<file path="src/rtl/inport_arbiter_if.sv">
// inport_arbiter_if: sample-stream / internal-path bundle for inport_arbiter.
// slave modport is the arbiter side, master modport is the source/sink side.
interface inport_arbiter_if #(
    parameter int NUM_CH = 4,
    parameter int IN_MSB = 23,
    parameter int MSB    = 31
);
    localparam int CH_W = $clog2(NUM_CH);

    logic [NUM_CH*(IN_MSB+1)-1:0] in_data;
    logic [NUM_CH-1:0]            in_data_en;
    logic                         out_ready;
    logic                         overrun_clr;
    logic [MSB:0]                 internal_data;
    logic                         internal_data_en;
    logic [CH_W-1:0]              internal_ch;
    logic [NUM_CH-1:0]            pending;
    logic [NUM_CH-1:0]            overrun;

    modport slave (
        input  in_data, in_data_en, out_ready, overrun_clr,
        output internal_data, internal_data_en, internal_ch, pending, overrun
    );

    modport master (
        output in_data, in_data_en, out_ready, overrun_clr,
        input  internal_data, internal_data_en, internal_ch, pending, overrun
    );
endinterface

</file>
<file path="src/rtl/inport_arbiter.sv">
// inport_arbiter: per-channel one-entry hold registers merged onto one
// internal path by a round-robin scheduler; forwarded words are sign-extended
// and tagged with their channel.
// Optional feature macro: INPORT_ARB_OVERRUN_EN (sticky overrun flags + clear).

// One channel: hold register, pending bit and optional sticky overrun flag.
module inport_arbiter_lane #(
    parameter int W = 24
) (
    input  logic         clk,
    input  logic         rst,
    input  logic         cap_i,
    input  logic [W-1:0] data_i,
    input  logic         gnt_i,
    input  logic         ovr_clr_i,
    output logic [W-1:0] hold_o,
    output logic         pend_o,
    output logic         ovr_o
);
    logic [W-1:0] hold_q;
    logic         pend_q, pend_d;

    // a capture in the grant cycle re-arms pending; the granted old word leaves
    assign pend_d = cap_i | (pend_q & ~gnt_i);

    // hold register: newest sample always wins
    always_ff @(posedge clk or negedge rst) begin
        if (!rst) begin
            hold_q <= '0;
            pend_q <= 1'b0;
        end else begin
            if (cap_i) hold_q <= data_i;
            pend_q <= pend_d;
        end
    end

    assign hold_o = hold_q;
    assign pend_o = pend_q;

`ifdef INPORT_ARB_OVERRUN_EN
    logic ovr_q, ovr_d, ovr_ev;

    // overwrite of an unforwarded word; a grant in the same cycle drains it first
    assign ovr_ev = cap_i & pend_q & ~gnt_i;
    assign ovr_d  = (ovr_clr_i ? 1'b0 : ovr_q) | ovr_ev;

    // sticky overrun flag, new event beats a simultaneous clear
    always_ff @(posedge clk or negedge rst) begin
        if (!rst) ovr_q <= 1'b0;
        else      ovr_q <= ovr_d;
    end

    assign ovr_o = ovr_q;
`else
    logic ovr_clr_unused;
    assign ovr_clr_unused = ovr_clr_i;
    assign ovr_o = 1'b0;
`endif
endmodule

module inport_arbiter #(
    parameter int NUM_CH = 4,
    parameter int IN_MSB = 23,
    parameter int MSB    = 31
) (
    input  logic              clk,
    input  logic              rst,
    inport_arbiter_if.slave   bus
);
    localparam int CH_W  = $clog2(NUM_CH);
    localparam int IN_W  = IN_MSB + 1;
    localparam int OUT_W = MSB + 1;

    if (MSB < IN_MSB) begin : g_bad_width
        $error("inport_arbiter: MSB must be >= IN_MSB");
    end

    logic [NUM_CH-1:0][IN_MSB:0] in_slices, hold;
    logic [NUM_CH-1:0]           pend, ovr, gnt_vec;
    logic [CH_W-1:0]             rr_ptr_q, rr_ptr_d, gnt_idx, scan_idx;
    logic                        gnt_vld, any_hit;
    logic signed [IN_MSB:0]      gnt_sample;
    logic [MSB:0]                data_q, data_d;
    logic [CH_W-1:0]             ch_q;
    logic                        data_en_q;

    assign in_slices = bus.in_data;

    for (genvar k = 0; k < NUM_CH; k++) begin : g_lane
        inport_arbiter_lane #(.W(IN_W)) u_lane (
            .clk       (clk),
            .rst       (rst),
            .cap_i     (bus.in_data_en[k]),
            .data_i    (in_slices[k]),
            .gnt_i     (gnt_vec[k]),
            .ovr_clr_i (bus.overrun_clr),
            .hold_o    (hold[k]),
            .pend_o    (pend[k]),
            .ovr_o     (ovr[k])
        );
    end

    // round-robin scan: first pending channel at or after rr_ptr, wrapping
    always_comb begin
        any_hit  = 1'b0;
        gnt_idx  = '0;
        scan_idx = '0;
        for (int i = 0; i < NUM_CH; i++) begin
            scan_idx = CH_W'((32'(rr_ptr_q) + 32'(i)) % NUM_CH);
            if (!any_hit && pend[scan_idx]) begin
                any_hit = 1'b1;
                gnt_idx = scan_idx;
            end
        end
    end

    assign gnt_vld    = any_hit & bus.out_ready;
    assign gnt_vec    = gnt_vld ? (NUM_CH'(1) << gnt_idx) : '0;
    assign gnt_sample = hold[gnt_idx];
    assign data_d     = OUT_W'(gnt_sample);
    assign rr_ptr_d   = (gnt_idx == CH_W'(NUM_CH - 1)) ? '0 : gnt_idx + 1'b1;

    // output register and pointer advance; both hold when nothing is granted
    always_ff @(posedge clk or negedge rst) begin
        if (!rst) begin
            data_q    <= '0;
            ch_q      <= '0;
            data_en_q <= 1'b0;
            rr_ptr_q  <= '0;
        end else begin
            data_en_q <= gnt_vld;
            if (gnt_vld) begin
                data_q   <= data_d;
                ch_q     <= gnt_idx;
                rr_ptr_q <= rr_ptr_d;
            end
        end
    end

    assign bus.internal_data    = data_q;
    assign bus.internal_data_en = data_en_q;
    assign bus.internal_ch      = ch_q;
    assign bus.pending          = pend;
    assign bus.overrun          = ovr;
endmodule

</file>
<file path="src/flat_wrapper.sv">
// flat-port wrapper written by rule: the top's interface ports become plain ports
module inport_arbiter_flat 
#(
    parameter int NUM_CH = 4,
    parameter int IN_MSB = 23,
    parameter int MSB    = 31
)
  (clk, rst, bus_in_data, bus_in_data_en, bus_out_ready, bus_overrun_clr, bus_internal_data, bus_internal_data_en, bus_internal_ch, bus_pending, bus_overrun);
  inport_arbiter_if #(.NUM_CH(NUM_CH), .IN_MSB(IN_MSB), .MSB(MSB)) bus_i ();
  input  logic clk;
  input  logic rst;
  input wire logic [$bits(bus_i.in_data)-1:0] bus_in_data;
  input wire logic [$bits(bus_i.in_data_en)-1:0] bus_in_data_en;
  input wire logic [$bits(bus_i.out_ready)-1:0] bus_out_ready;
  input wire logic [$bits(bus_i.overrun_clr)-1:0] bus_overrun_clr;
  output wire logic [$bits(bus_i.internal_data)-1:0] bus_internal_data;
  output wire logic [$bits(bus_i.internal_data_en)-1:0] bus_internal_data_en;
  output wire logic [$bits(bus_i.internal_ch)-1:0] bus_internal_ch;
  output wire logic [$bits(bus_i.pending)-1:0] bus_pending;
  output wire logic [$bits(bus_i.overrun)-1:0] bus_overrun;
  assign bus_i.in_data = bus_in_data;
  assign bus_i.in_data_en = bus_in_data_en;
  assign bus_i.out_ready = bus_out_ready;
  assign bus_i.overrun_clr = bus_overrun_clr;
  assign bus_internal_data = bus_i.internal_data;
  assign bus_internal_data_en = bus_i.internal_data_en;
  assign bus_internal_ch = bus_i.internal_ch;
  assign bus_pending = bus_i.pending;
  assign bus_overrun = bus_i.overrun;
  inport_arbiter #(.NUM_CH(NUM_CH), .IN_MSB(IN_MSB), .MSB(MSB)) u_core (.clk(clk), .rst(rst), .bus(bus_i));
endmodule
</file>
<file path="config.mk">
export PLATFORM = sky130hd
export DESIGN_NAME = inport_arbiter_flat
export DESIGN_NICKNAME = d
export VERILOG_FILES = /design/src/rtl/inport_arbiter_if.sv /design/src/rtl/inport_arbiter.sv /design/src/flat_wrapper.sv
export SDC_FILE = /design/constraint.sdc
export NUM_CORES = 1
export LEC_CHECK = 0
export ABC_CLOCK_PERIOD_IN_PS = 2200
export CAP_MARGIN = 5
export CORE_MARGIN = 2
export CORE_UTILIZATION = 49
export DETAILED_ROUTE_END_ITERATION = 8
export HOLD_SLACK_MARGIN = 0.06
export PLACE_DENSITY = 0.8
export SETUP_SLACK_MARGIN = 0.05
export SLEW_MARGIN = 30
export SYNTH_ARGS = -nofsm -noshare
export SYNTH_HDL_FRONTEND = slang
export SYNTH_SLANG_ARGS = --single-unit
</file>
<file path="constraint.sdc">
create_clock -name clk -period 2.2 [get_ports clk]
set_input_delay 0.44 -clock clk [delete_from_list [all_inputs] [get_ports clk]]
set_output_delay 0.44 -clock clk [all_outputs]
set_load 0.03 [all_outputs]
</file>
==> qor.csv <==
stage,metric,value,unit
run_status,status,"finished, violations left",
run_status,violations,DRC,
floorplanning,die_h,113.2,um
cts,postCtsSetupRepairBufs,0,
synth,netlist_area,5844,um2
routing,wl_met3,974,um
setup_path,cp_slowest_cell,clkdlybuf4s50_1,
cts,cts-htree-levels,4,
setup_path,cp_data_required_time,1760,ps
floorplanning,rows,39,
routing,routed_wl,15760,um
synth,synth_ff_type,dfrtp_1,
setup_path,critical_path_class,reg -> out,
sta,worst_pin_slew,826.2,ps
cts,cts.root.buffer_cell,clkbuf_16,
cts,cts_tree,done,
global_route,grt_pass1_wl,24670,um
routing,drt_iter0_drc,288,
synth,synth.avg_cell_area,12.41,um2
sta,drv_slew,0,
cts,clkSlewWorstSetupHoldPaths,60,ps
sta,slew-limit-headroom,44.71,%
power_and_ir_drop,power_density,1248,nW/um2
setup_path,cp_max_fo,9,
routing,routedWlPerCell,20.84,um
sta,clock_skew,7.634,ps
routing,drc,8,
final_layout,drive_gt1_share,26.10,%
synth,yosys.area_share.xor_xnor,0,%
synth,ys_ff_latch,129,
place,gp_congestion,0.8584,
routing,highest_layer,met4,
synth,yosysTopAreaCell,dfrtp_1,
synth,ys_types,36,
cts,cts_sinks,129,
sta,setup_violations,0,
synth,synthMostInstantiatedCell,dfrtp_1,
floorplanning,start_util,50.75,%
worst_hold_path,hold_path_class,in -> async,
synth,synth_compound_area_share,12.76,%
cts,clk_latency,420,ps
routing,vias,4425,
final_layout,final-instance-count-excl-fill,756,
global_route,grt_pass1_vias,4610,
sta,fmax,483.2,MHz
floorplanning,die_width,113.2,um
routing,firstDrtPassIters,9,
job,drv_cap,0,
cts,cts_made_buffers,17,
sta,setup_tns,0,ps
place,portBuffers,141,
setup_path,cp-end-kind,primary output,
setup_path,worstPathArrival,1630,ps
setup_path,critPathLaunchType,register,
synth,synthMuxAreaShare,18.50,%
floorplanning,ios,147,
sta,post-route-period-util,94.06,%
synth,synth.top_cell.area_share,55.23,%
global_route,grt_max_degree,130,
synth,ys_top_cells_by_area,"dfrtp_1, mux2_2, a32oi_1, a41oi_1, buf_4",
routing,routed-wl-met2,8072,um
setup_path,max_stage_delay,690,ps
final_layout,fillers,810,
final_layout,insertedDiodeCount,0,
cts,clockBufferDepth,2,
power_and_ir_drop,power_leakage,3.222,nW
final_layout,area.growth.synth_to_final,37.12,%
synth,netlist_instances,471,
synth,yosysSeqAreaShare,55.23,%
global_route,antenna_found_initial,0,
setup_path,crit_family,buffers and inverters,
synth,yosys_warnings,0,
floorplanning,dieArea,12820,um2
sta,final.min_clock_period,2069,ps
final_layout,nNetsFinal,704,
global_route,gr-usage-all-layers,25.32,%
place,dp_cells,724,
synth,synth_commonest_cells,"dfrtp_1, mux2_2, nand2_1",
place,hpwl,10410,um
routing,ant_nets,0,
floorplanning,core-area,11520,um2
synth,synthAdderAreaFrac,0,%
global_route,overflow,0,
routing,wl_met1,6334,um
power_and_ir_drop,ir_drop,0.8366,mV
routing,vias_per_cell,5.853,
synth,ys_async_sr_fraction,100.0,%
setup_path,path_cells,"buf_4, clkdlybuf4s50_1",
setup_path,cp_num_buf_inv,2,
synth,synth_edf_count,0,
sta,hold_violations,0,
sta,grt_setup_unrepaired,no,
synth,synth_top_family_by_area,multiplexers,
synth,synthSimpleGateAreaFrac,7.985,%
==> logic make-up after synthesis <==
| logic type | after synthesis |
|---|---|
| compound gates | 90 |
| simple gates | 96 |
| buf+inv | 59 |
| mux | 96 |
| other cells | 1 |
| flops | 129 |
==> state kept, by name, summed over array words and instances (netlist names) <==
signal / flops
u_core.bus.internal_ch: 2
u_core.bus.internal_data: 24
u_core.bus.internal_data_en: 1
u_core.g_lane.u_lane.hold_o: 96
u_core.g_lane.u_lane.pend_o: 4
u_core.rr_ptr_q: 2
==> metal layers <==
| metal | GRT usage [%] | vias to the layer above |
|---|---|---|
| met2 | 43.51 | 175 |
| met3 | 6.320 | 32 |
| met1 | 30.97 | 2248 |
| li1 | - | 1970 |
| met5 | 0 | - |
| met4 | 9.431 | 0 |
==> layout by cell type, fill, tap and decap left out, drive strengths merged <==
cell type,n
o221ai,1
and2,24
dfrtp,129
clkinv,3
nand2,32
o22a,1
o21bai,1
a211o,1
mux2,96
a32oi,24
bufinv,3
nor2,24
o21a,2
nor2b,3
clkdlybuf4s50,137
a21o,5
a311o,1
clkbuf,18
or2,2
nand4b,1
o21ai,4
nand3,3
a31oi,25
buf,23
inv,8
nand4,2
clkinvlp,4
conb,4
dlymetal6s2s,2
a41oi,24
or3,1
o311ai,1
or3b,1
nand2b,3
==> final cells by class <==
type                       instances  area (um2)  area share (%)
inverter                           4       15.01          0.1874
clock buffer                      18       439.2           5.480
tap                              143       178.9           2.233
multi-input combinational        286        2323           28.99
sequential                       129        3228           40.28
clock inverter                    14       177.7           2.217
timing repair buffer             162        1652           20.61
==> power breakdown <==
| group | total [mW] | internal (mW) | leakage [nW] | switching, mW |
|---|---|---|---|---|
| logic | 3.88 | 1.63 | 1.43 | 2.26 |
| registers | 3.21 | 2.84 | 1.50 | 0.370 |
| clock network | 2.91 | 1.83 | 0.290 | 1.08 |
==> path summary, 6_finish.rpt <==
path,slack (ps),cells past startpoint,to,from
worst max-delay path,130,2,bus_pending[0],u_core.g_lane[0].u_lane.pend_o$_DFF_PN0_
worst min-delay path,140,2,u_core.g_lane[0].u_lane.hold_o[17]$_DFFE_PN0P_,rst
worst max register to register,190,5,u_core.bus.internal_data[13]$_DFFE_PN0P_,u_core.rr_ptr_q[1]$_DFFE_PN0P_
worst min register to register,490,2,u_core.bus.internal_ch[1]$_DFFE_PN0P_,u_core.bus.internal_ch[1]$_DFFE_PN0P_
max in group asynchronous,1560,2,u_core.g_lane[2].u_lane.hold_o[1]$_DFFE_PN0P_,rst
min in group clk,490,2,u_core.bus.internal_ch[1]$_DFFE_PN0P_,u_core.bus.internal_ch[1]$_DFFE_PN0P_
==> what timing repair did <==
item | in CTS | in global routing
gates resized for setup | 0 | 2
endpoints found under the setup margin | 0 | 2
hold buffers | 0 | 0
==> through the flow <==
step | util [%] | worst slack [ps] | power (mW) | area (um2) | hold slack, ps
finish | 69.59 | 130.6 | 10.00 | 8014 | 139.5
global placement | 63.99 | 143.3 | 6.934 | 7370 | 482.6
CTS | 69.55 | 57.66 | 10.02 | 8009 | 184.4
global route | 69.59 | 52.77 | 10.40 | 8014 | 208.5
detailed placement | 64.19 | 272.5 | 7.080 | 7392 | 479.5
floorplan | - | 568.6 | 5.556 | 5856 | 144.4
No activity file was read; power rests on OpenSTA's default activity.
